$ cat src/rtl/lc3_ctrl_pkg.sv
// Shared definitions for the LC-3 pipeline controller: opcodes, controller
// states, memory-interface encodings and the instruction class record.
package lc3_ctrl_pkg;

  localparam logic [3:0] OP_BR  = 4'b0000;
  localparam logic [3:0] OP_ADD = 4'b0001;
  localparam logic [3:0] OP_LD  = 4'b0010;
  localparam logic [3:0] OP_ST  = 4'b0011;
  localparam logic [3:0] OP_AND = 4'b0101;
  localparam logic [3:0] OP_LDR = 4'b0110;
  localparam logic [3:0] OP_STR = 4'b0111;
  localparam logic [3:0] OP_NOT = 4'b1001;
  localparam logic [3:0] OP_LDI = 4'b1010;
  localparam logic [3:0] OP_STI = 4'b1011;
  localparam logic [3:0] OP_JMP = 4'b1100;
  localparam logic [3:0] OP_LEA = 4'b1110;

  localparam logic [1:0] MS_READ  = 2'd0;
  localparam logic [1:0] MS_WRITE = 2'd1;
  localparam logic [1:0] MS_IND   = 2'd2;
  localparam logic [1:0] MS_IDLE  = 2'd3;

  typedef enum logic [2:0] {
    ST_RUN     = 3'd0,
    ST_MEM_IND = 3'd1,
    ST_MEM_RW  = 3'd2,
    ST_BR1     = 3'd3,
    ST_BR2     = 3'd4
  } state_e;

  typedef struct packed {
    logic is_alu;
    logic is_lea;
    logic is_load;
    logic is_store;
    logic is_indirect;
    logic is_control;
    logic is_jmp;
  } op_class_t;

endpackage

$ cat src/rtl/lc3_op_classify.sv
// Decodes the opcode field of a 16-bit LC-3 instruction into class flags.
module lc3_op_classify
  import lc3_ctrl_pkg::*;
(
  input  logic [15:0] instr_i,
  output op_class_t   cls_o
);

  logic [3:0] op_s;
  logic       unused_s;

  assign op_s     = instr_i[15:12];
  // Operand fields carry no class information.
  assign unused_s = ^instr_i[11:0];

  assign cls_o.is_alu      = (op_s == OP_ADD) || (op_s == OP_AND) || (op_s == OP_NOT);
  assign cls_o.is_lea      = (op_s == OP_LEA);
  assign cls_o.is_load     = (op_s == OP_LD) || (op_s == OP_LDR) || (op_s == OP_LDI);
  assign cls_o.is_store    = (op_s == OP_ST) || (op_s == OP_STR) || (op_s == OP_STI);
  assign cls_o.is_indirect = (op_s == OP_LDI) || (op_s == OP_STI);
  assign cls_o.is_control  = (op_s == OP_BR) || (op_s == OP_JMP);
  assign cls_o.is_jmp      = (op_s == OP_JMP);

endmodule

$ cat src/rtl/lc3_controller.sv
// LC-3 pipeline controller: stage enables, memory-access stalls and the
// two-cycle branch bubble, all decoded from a small state register.
module lc3_controller
  import lc3_ctrl_pkg::*;
(
  input  logic        clock,
  input  logic        reset,
  input  logic        complete_instr,
  input  logic        complete_data,
  input  logic [15:0] IMem_dout,
  input  logic [15:0] IR,
  input  logic [15:0] IR_Exec,
  input  logic [2:0]  psr,
  output logic        enable_fetch,
  output logic        enable_decode,
  output logic        enable_execute,
  output logic        enable_writeback,
  output logic        enable_updatePC,
  output logic        br_taken,
  output logic [1:0]  mem_state
);

  state_e    state_q, state_d;
  op_class_t ir_cls_s, exec_cls_s, imem_cls_s;
  logic      unused_s;

  lc3_op_classify u_ir_cls   (.instr_i(IR),        .cls_o(ir_cls_s));
  lc3_op_classify u_exec_cls (.instr_i(IR_Exec),   .cls_o(exec_cls_s));
  lc3_op_classify u_imem_cls (.instr_i(IMem_dout), .cls_o(imem_cls_s));

  assign unused_s = ^{ir_cls_s, exec_cls_s, imem_cls_s, IR_Exec[8:0]};

  // Next-state and output decode; reset forces idle outputs and a return to RUN.
  always_comb begin
    state_d          = state_q;
    enable_fetch     = 1'b0;
    enable_decode    = 1'b0;
    enable_execute   = 1'b0;
    enable_writeback = 1'b0;
    enable_updatePC  = 1'b0;
    br_taken         = 1'b0;
    mem_state        = MS_IDLE;
    if (reset) begin
      state_d = ST_RUN;
    end else begin
      case (state_q)
        ST_RUN: begin
          if (complete_instr) begin
            enable_fetch     = 1'b1;
            enable_decode    = 1'b1;
            enable_execute   = 1'b1;
            enable_writeback = 1'b1;
            enable_updatePC  = 1'b1;
            // A memory op in Execute outranks a control op arriving in Decode.
            if (ir_cls_s.is_load || ir_cls_s.is_store) begin
              state_d = ir_cls_s.is_indirect ? ST_MEM_IND : ST_MEM_RW;
            end else if (imem_cls_s.is_control) begin
              state_d = ST_BR1;
            end else begin
              state_d = ST_RUN;
            end
          end else begin
            state_d = ST_RUN;
          end
        end
        ST_MEM_IND: begin
          mem_state = MS_IND;
          if (complete_data) begin
            state_d = ST_MEM_RW;
          end else begin
            state_d = ST_MEM_IND;
          end
        end
        ST_MEM_RW: begin
          if (exec_cls_s.is_load) begin
            mem_state        = MS_READ;
            enable_writeback = complete_data;
          end else if (exec_cls_s.is_store) begin
            mem_state = MS_WRITE;
          end else begin
            mem_state = MS_IDLE;
          end
          if (complete_data) begin
            state_d = ST_RUN;
          end else begin
            state_d = ST_MEM_RW;
          end
        end
        ST_BR1: begin
          enable_execute   = 1'b1;
          enable_writeback = 1'b1;
          state_d          = ST_BR2;
        end
        ST_BR2: begin
          enable_execute   = 1'b1;
          enable_writeback = 1'b1;
          enable_updatePC  = 1'b1;
          br_taken         = exec_cls_s.is_jmp || ((IR_Exec[11:9] & psr) != 3'b000);
          state_d          = ST_RUN;
        end
        default: begin
          state_d = ST_RUN;
        end
      endcase
    end
  end

  // State register.
  always_ff @(posedge clock) begin
    if (reset) begin
      state_q <= ST_RUN;
    end else begin
      state_q <= state_d;
    end
  end

endmodule

$ cat config.mk
export PLATFORM = sky130hd
export DESIGN_NAME = lc3_controller
export DESIGN_NICKNAME = d
export VERILOG_FILES = /design/src/rtl/lc3_ctrl_pkg.sv /design/src/rtl/lc3_op_classify.sv /design/src/rtl/lc3_controller.sv
export SDC_FILE = /design/constraint.sdc
export NUM_CORES = 1
export LEC_CHECK = 0
export CORE_AREA = 2 2 39 41
export DETAILED_ROUTE_END_ITERATION = 12
export DIE_AREA = 0 0 41 43
export DONT_BUFFER_PORTS = 1
export GPL_ROUTABILITY_DRIVEN = 0
export HOLD_SLACK_MARGIN = 0.03
export PLACE_DENSITY = 0.52
export SETUP_SLACK_MARGIN = 0.02
export SLEW_MARGIN = 20
export SYNTH_ARGS = -nofsm -noshare
export SYNTH_HDL_FRONTEND = slang
export SYNTH_SLANG_ARGS = --single-unit
$ cat constraint.sdc
create_clock -name clock -period 1.31 [get_ports clock]
set_input_delay 0.1965 -clock clock [delete_from_list [all_inputs] [get_ports clock]]
set_output_delay 0.1965 -clock clock [all_outputs]
set_load 0.03 [all_outputs]
## Yosys cells after proc, flatten, opt, wreduce, memory -nomap -nowiden

Index checks and enable logic that the tools add are counted.

- Bits in registers: 3
- Logic and storage cells: 59
- Bits of input ports: 55
- Output and inout port bits: 8

- Equal/unequal tests: 18
- Mux-type cells: 23
- Bitwise logic cells: 1
- Reductions and logical operators: 16

Operators with widths:

| operator | count |
|---|---|
| $eq A4 B4 Y1 const B | 6 |
| $eq A4 B2 Y1 const B | 4 |
| $eq A4 B3 Y1 const B | 4 |
| $mux W2 | 8 |
| $logic_or A1 B1 Y1 | 12 |
| $pmux W3 S4 | 1 |
| $mux W1 | 9 |
| $eq A3 B2 Y1 const B | 2 |
| $logic_not A4 Y1 | 1 |
| $pmux W1 S2 | 2 |
| $pmux W2 S2 | 1 |
| $and A3 B3 Y3 | 1 |
| $eq A3 B1 Y1 const B | 1 |
| $eq A3 B3 Y1 const B | 1 |
| $logic_not A3 Y1 | 1 |
| $mux W3 | 1 |
| $pmux W1 S3 | 1 |
| $reduce_bool A3 Y1 | 1 |
| $reduce_or A2 Y1 | 1 |

## Depth between registers and ports, before layout

Gate-level depths: netlist (run 1).

- Word-level depth: 7
- Depth in mapped cells: 4
- Gate-level depth less buffers: 3

## Hierarchy

From an unflattened synthesis (run 1), not the netlist that was laid out.

- Cells, all modules: 69
- Area total of the unflattened synthesis: 475.5 sq um

Modules (own cells, without submodules):

| module | cells each | instances | sequential area each (sq um) | area an instance (sq um) |
|---|---|---|---|---|
| lc3_controller | 39 | 1 | 60.1 | 265.3 |
| lc3_op_classify | 10 | 3 | 0.0 | 70.1 |

## Least setup slack after synthesis (run 1)

OpenSTA, ideal clock, no wires.

- Kind: register -> output
- Start point: register state_q[1]
- End point: output enable_execute
- Buffers on the path: 1
- Arrival: 1.286 ns
- Setup slack: -0.173 ns
- Required time: 1.113 ns
- Stages on the path, launching flop included: 4
- Cell sequence: dfxtp_1 -> buf_6 -> or3_1 -> a21oi_1

- Cells in the longest elaborated chain, start to end: 4
- Elaborated cells on any way between the ends: 6
- Classes of those cells: 2 x eq/ne; 2 x mux; 2 x reduce/logical

Ends and longest elaborated chain:

| element | RTL line | source |
|---|---|---|
| start: declaration | lc3_controller.sv:23 | `state_e state_q, state_d;` |
| start signal: assignment | lc3_controller.sv:113 | `state_q <= state_d;` |
| $eq A3 B2 Y1 or $eq A3 B3 Y1 (tied branches) | lc3_controller.sv:46 | `case (state_q)` |
| $reduce_or A2 Y1 (no line) | -- |  |
| $pmux W1 S2 (*) | lc3_controller.sv:46 |  |
| $mux W1 (*) | lc3_controller.sv:43 | `if (reset) begin` |
| end: declaration | lc3_controller.sv:16 | `output logic enable_execute,` |

Mark *: on every way between the ends. The rest lies on a longest branch, timed or not.

## Worst setup path in the final report (run 1)

Same ends and word-level chain as after synthesis.

==> impl_metrics.env, run 1 <==
export IMPL_slew_violations=0
export IMPL_clk_path_buf_depth=2
export IMPL_layout_drive_gt1_share_pct=47.2
export IMPL_firstDrtPassIters=4
export IMPL_cp_max_fo=7
export IMPL_p_leak_nw=0.181
export IMPL_cts_root_buf="clkbuf_4"
export IMPL_avgSynthCellArea_um2=8.02
export IMPL_antennaDiodeCount=0
export IMPL_synth_yosys_seq_area_share_pct=17.0
export IMPL_pin_count=63
export IMPL_antenna_found_initial=0
export IMPL_yosysTopAreaCellShare_pct=17.0
export IMPL_core_um2=1380
export IMPL_worstPathRequired_ns=1.11
export IMPL_worstPathArrival_ns=1.24
export IMPL_synth_xor_xnor_area_share_pct=2.48
export IMPL_initial_utilization_pct=25.5
export IMPL_grt_pass1_wl_um=1200
export IMPL_cts_sinks=3
export IMPL_cts_setup_buffers=0
export IMPL_die_w_um=41
export IMPL_fin_hold_ws_ns=0.193
export IMPL_powerDensity_nw_per_um2=832
export IMPL_clk_pin_slew_ns=0.04
export IMPL_period_share_pct=109
export IMPL_outcome="finished with violations"
export IMPL_wl_um=821
export IMPL_ys_warn_count=0
export IMPL_slowest_stage="or3_1"
export IMPL_finalNonFillerCells=69
export IMPL_min_path_type="primary input to flop"
export IMPL_hold_viol=0
export IMPL_cp_num_buf_inv=1
export IMPL_drt_iter0_drc=3
export IMPL_path_class="flop to primary output"
export IMPL_synth_flop_cell="dfxtp_1"
export IMPL_cp_slowest_stage_delay_ns=0.38
export IMPL_cap_violations=0
export IMPL_timing_setup_tns_ns=-0.541
export IMPL_grt_overflow=0
export IMPL_layout_setup_ws_ns=-0.124
export IMPL_port_buffers=0
export IMPL_viasPerCell=5.17
export IMPL_violations="setup timing"
export IMPL_die_h_um=43
export IMPL_max_freq_mhz=697
export IMPL_use_met3_pct=4.19
export IMPL_ir_drop_v=0.000360
export IMPL_synthSimpleGateAreaFrac_pct=44.7
export IMPL_regMostFlops="state_q"
export IMPL_synthMuxAreaShare_pct=2.84
export IMPL_relSlewSlack_pct=82.7
export IMPL_top_regs="state_q x3"
export IMPL_fin_nets=109
export IMPL_synth_top_family_by_area="simple AND/OR/NAND/NOR gates"
export IMPL_rsz0062_at_grt="yes"
export IMPL_busiest_layer="met2"
export IMPL_remaining_drc_errors=0
export IMPL_grt_max_degree=9
export IMPL_ys_seq_elements=3
export IMPL_setup_viol=6
export IMPL_worstPathCellList="or3_1, a21oi_2, buf_6"
export IMPL_syn_inst=44
export IMPL_vias=357
export IMPL_synth_edff_count=0
export IMPL_row_count=14
export IMPL_synthAdderAreaFrac_pct=0
export IMPL_dp_hpwl_um=678
export IMPL_die_area_um2=1760
export IMPL_synthesis_area_um2=353
export IMPL_postCtsHoldBufs=0
export IMPL_path_delay_family="simple AND/OR/NAND/NOR gates"
export IMPL_setup_worst_path_start_class="flop"
export IMPL_wire_per_inst_um=11.9
export IMPL_first_global_vias=321
export IMPL_tritoncts="yes"
export IMPL_fin_skew_ns=0.00213
export IMPL_synth_area_leaders="dfxtp_1 17%, nor2b_1 7.1%, buf_6 6.4%"
export IMPL_dp_cells=65
export IMPL_yosysTopAreaCell="dfxtp_1"
export IMPL_htree_levels=1
export IMPL_ys_types=26
export IMPL_fin_util_pct=34.7
export IMPL_grtUsageMet1_pct=12.5
export IMPL_grtUsageMet2_pct=14.7
export IMPL_async_flop_share_pct=0
export IMPL_worst_slew_pin_slew_ns=0.259
export IMPL_track_usage_pct=9.72
export IMPL_synth_top_cells_by_count="4 x nor2_1, 4 x nor2b_1"
export IMPL_min_period_ns=1.43
export IMPL_area_delta_synth_final_pct=36.2
export IMPL_synth_compound_area_share_pct=24.5
export IMPL_dp_slack_ns=-0.00740
export IMPL_largest_reg_flops=3
export IMPL_synth_nets=99
export IMPL_clkLatencyLatePin_ns=0.23
export IMPL_end_kind="primary output"
export IMPL_numCtsBuffers=3
export IMPL_ant_nets=0
## layer usage
metal,vias up,share of wire [%]
li1,185,-
met1,156,40
met2,16,49
met3,0,11
met4,0,0
met5,-,0
## where the power goes
group	total [mW]	internal (mW)	leakage [nW]	switching, mW
Sequential	0.106	0.0960	0.0264	0.00975
Clock	0.157	0.114	0.0150	0.0434
Combinational	0.137	0.0680	0.139	0.0688
Total	0.400	0.278	0.181	0.122
## cell type report
class,instances,area (um2)
tap,16,20.0
timing repair buffer,8,78.8
multi-input combinational,38,287
clock buffer,4,26.3
fill,152,903
sequential,3,68.8
## placed cells by master, fill, tap and decap left out, types with 2 or more instances in the layout
cell,synthesis,layout
nand4_1,2,2
a22o_1,2,2
buf_6,2,5
clkbuf_4,0,3
nor2b_2,1,2
nor2b_1,4,3
nand2b_1,3,3
a21oi_2,0,2
nor2_1,4,3
dfxtp_4,0,2
nand2_1,3,3
buf_4,1,3
## kinds of logic after synthesis
kind of cell    count (synthesis)
xor+xnor                        1
mux                             1
compound gates                 11
flops                           3
buf+inv                         3
simple gates                   25
## per-stage QoR
step,power [mW],instance area [um2]
after floorplan,0.211,360
after global routing,0.432,480
after detailed placement,0.236,410
after global placement,0.235,410
final,0.400,480
after CTS,0.410,470
## final timing paths
kind,start,end,slack [ns],depth (start not counted)
worst min register to register,state_q[0],state_q[2],0.57,1
worst min-delay path,reset,state_q[2],0.19,2
worst max register to register,state_q[1],state_q[1],0.08,4
worst max-delay path,state_q[1],enable_execute,-0.12,3
## repair_timing
action                     CTS  global route
pin swaps                    5             4
gates resized for setup     13             3
setup endpoints to repair   10            10
Note: power is estimated with default switching activity, not from simulation.
==> run 2, diff against run 1 <==
--- a/config.mk
+++ b/config.mk
@@ -12,7 +12,7 @@
 export GPL_ROUTABILITY_DRIVEN = 0
 export HOLD_SLACK_MARGIN = 0.03
 export PLACE_DENSITY = 0.52
-export SETUP_SLACK_MARGIN = 0.02
+export SKIP_LAST_GASP = 1
 export SLEW_MARGIN = 20
 export SYNTH_ARGS = -nofsm -noshare
 export SYNTH_HDL_FRONTEND = slang
==> run 2 against run 1 <==
The run still ends with setup timing left. Utilization stayed put. Sequential power is essentially flat. Routed wire length down 0.12%. Die area is the same. Global-route usage unchanged. Sequential share of layout area is the same. Hold slack worse by 0.0057 ns. Clock-buffer cell count stayed put. Combinational power about the same. Sequential cell count unchanged. Clock power is essentially flat. Final cell count unchanged.
==> impl_metrics.env, run 2 (same netlist as run 1, synthesis figures left out) <==
export IMPL_outcome="finished with violations"
export IMPL_violations="setup timing"
export IMPL_route_met2_wl_um=397
export IMPL_setup_viol=6
export IMPL_antenna_found_initial=0
export IMPL_slowest_stage="or3_1"
export IMPL_reg2reg_depth=4
export IMPL_dp_cells=65
export IMPL_worstPathRequired_ns=1.11
export IMPL_postCtsHoldBufs=0
export IMPL_relSlewSlack_pct=82.7
export IMPL_min_path_type="primary input to flop"
export IMPL_htree_levels=1
export IMPL_reg2reg_from="state_q[1]"
export IMPL_wire_per_inst_um=11.9
export IMPL_ant_nets=0
export IMPL_hold_viol=0
export IMPL_total_power_uw=399
export IMPL_hold_path_depth=2
export IMPL_p_leak_nw=0.181
export IMPL_min_from="reset"
export IMPL_cts_sinks=3
export IMPL_placed_cell_area_um2=410
export IMPL_worstPathCellList="or3_1, a21oi_2, buf_6"
export IMPL_cp_slowest_stage_delay_ns=0.38
export IMPL_slew_violations=0
export IMPL_path_class="flop to primary output"
export IMPL_worst_slew_pin_slew_ns=0.259
export IMPL_multi_input_area_um2=287
export IMPL_max_freq_mhz=697
export IMPL_regArea_um2=68.8
export IMPL_drt_iter0_drc=3
export IMPL_vias=359
export IMPL_finalNonFillerCells=69
export IMPL_worstPathArrival_ns=1.24
export IMPL_path_delay_family="simple AND/OR/NAND/NOR gates"
export IMPL_fin_nets=109
export IMPL_startpoint="state_q[1]"
export IMPL_cap_violations=0
export IMPL_remaining_drc_errors=0
export IMPL_rsz0062_at_grt="yes"
export IMPL_highest_layer="met3"
export IMPL_first_global_vias=316
export IMPL_clk_pin_slew_ns=0.04
export IMPL_track_usage_pct=9.72
export IMPL_fin_area_um2=480
export IMPL_cp_num_buf_inv=1
export IMPL_wl_met1_um=329
export IMPL_ir_drop_v=0.000360
export IMPL_end_kind="primary output"
export IMPL_fin_skew_ns=0.00213
export IMPL_row_count=14
export IMPL_die_w_um=41
export IMPL_n_fill_cell=152
export IMPL_firstDrtPassIters=4
export IMPL_largest_reg_flops=3
export IMPL_layout_drive_gt1_share_pct=47.2
export IMPL_die_area_um2=1760
export IMPL_final_common_cell="buf_6"
export IMPL_dp_hpwl_um=678
export IMPL_core_um2=1380
export IMPL_pin_count=63
export IMPL_timing_setup_tns_ns=-0.541
export IMPL_die_h_um=43
export IMPL_grt_max_degree=9
export IMPL_min_to="state_q[2]"
export IMPL_antennaDiodeCount=0
export IMPL_port_buffers=0
export IMPL_min_period_ns=1.43
export IMPL_grt_pass1_wl_um=1200
export IMPL_cp_max_fo=7
export IMPL_wl_met3_um=93
export IMPL_cts_root_buf="clkbuf_4"
export IMPL_initial_utilization_pct=25.5
export IMPL_area_delta_synth_final_pct=36.2
export IMPL_r2r_end="state_q[1]"
export IMPL_powerDensity_nw_per_um2=831
export IMPL_clk_path_buf_depth=2
export IMPL_wl_um=820
export IMPL_numCtsBuffers=3
export IMPL_tritoncts="yes"
export IMPL_ff2ff_setup_slack_ns=0.08
export IMPL_grt_overflow=0
export IMPL_clkLatencyLatePin_ns=0.23
export IMPL_layout_setup_ws_ns=-0.125
export IMPL_top_regs="state_q x3"
export IMPL_setup_worst_path_start_class="flop"
export IMPL_viasPerCell=5.20
export IMPL_period_share_pct=110
export IMPL_fin_hold_ws_ns=0.187
export IMPL_regMostFlops="state_q"
-- run 2: cell counts in the layout (fill, tap and decap cells not counted) --
No cell type changed its count.
-- run 2: metrics by stage --
| stage | setup slack (ns) | util (%) |
|---|---|---|
| global placement | 0.00223 | 29.7 |
| floorplan | -0.0141 | - |
| detailed placement | -0.00740 | 29.7 |
| finish | -0.125 | 34.7 |
| global route | -0.171 | 34.7 |
| CTS | -0.139 | 34.0 |
-- run 2: repair_timing --
action | in CTS | in global routing
setup buffers | 0 | 0
pin swaps | 4 | 3
gates resized for setup | 13 | 3
cloned | 0 | 0
endpoints found under the setup margin | 10 | 10
-- run 2: worst max-delay path by stage --
stage	to	slack, ns	cells past startpoint
final	enable_execute	-0.12	3
after global routing	enable_execute	-0.17	3
after CTS	enable_execute	-0.14	3
after detailed placement	state_q[0]	-0.007	4
after global placement	state_q[1]	0.002	4
after floorplan	enable_execute	-0.01	3
-- run 2: final cells by class --
type	instances	share of cell area [%]
Clock buffer	4	5.47
Sequential cell	3	14.3
Tap cell	16	4.17
Multi-Input combinational cell	38	59.6
Timing Repair Buffer	8	16.4
-- run 2: routing by layer --
layer	track usage, %	vias up
met5	0	-
met4	2.00	0
met3	4.19	0
met2	14.7	16
met1	12.5	158
li1	-	185
-- run 2: power breakdown --
group | internal [mW] | leakage, nW | switching [mW]
registers | 0.0960 | 0.0264 | 0.00980
logic | 0.0674 | 0.140 | 0.0689
clock network | 0.114 | 0.0150 | 0.0434
total | 0.277 | 0.181 | 0.122
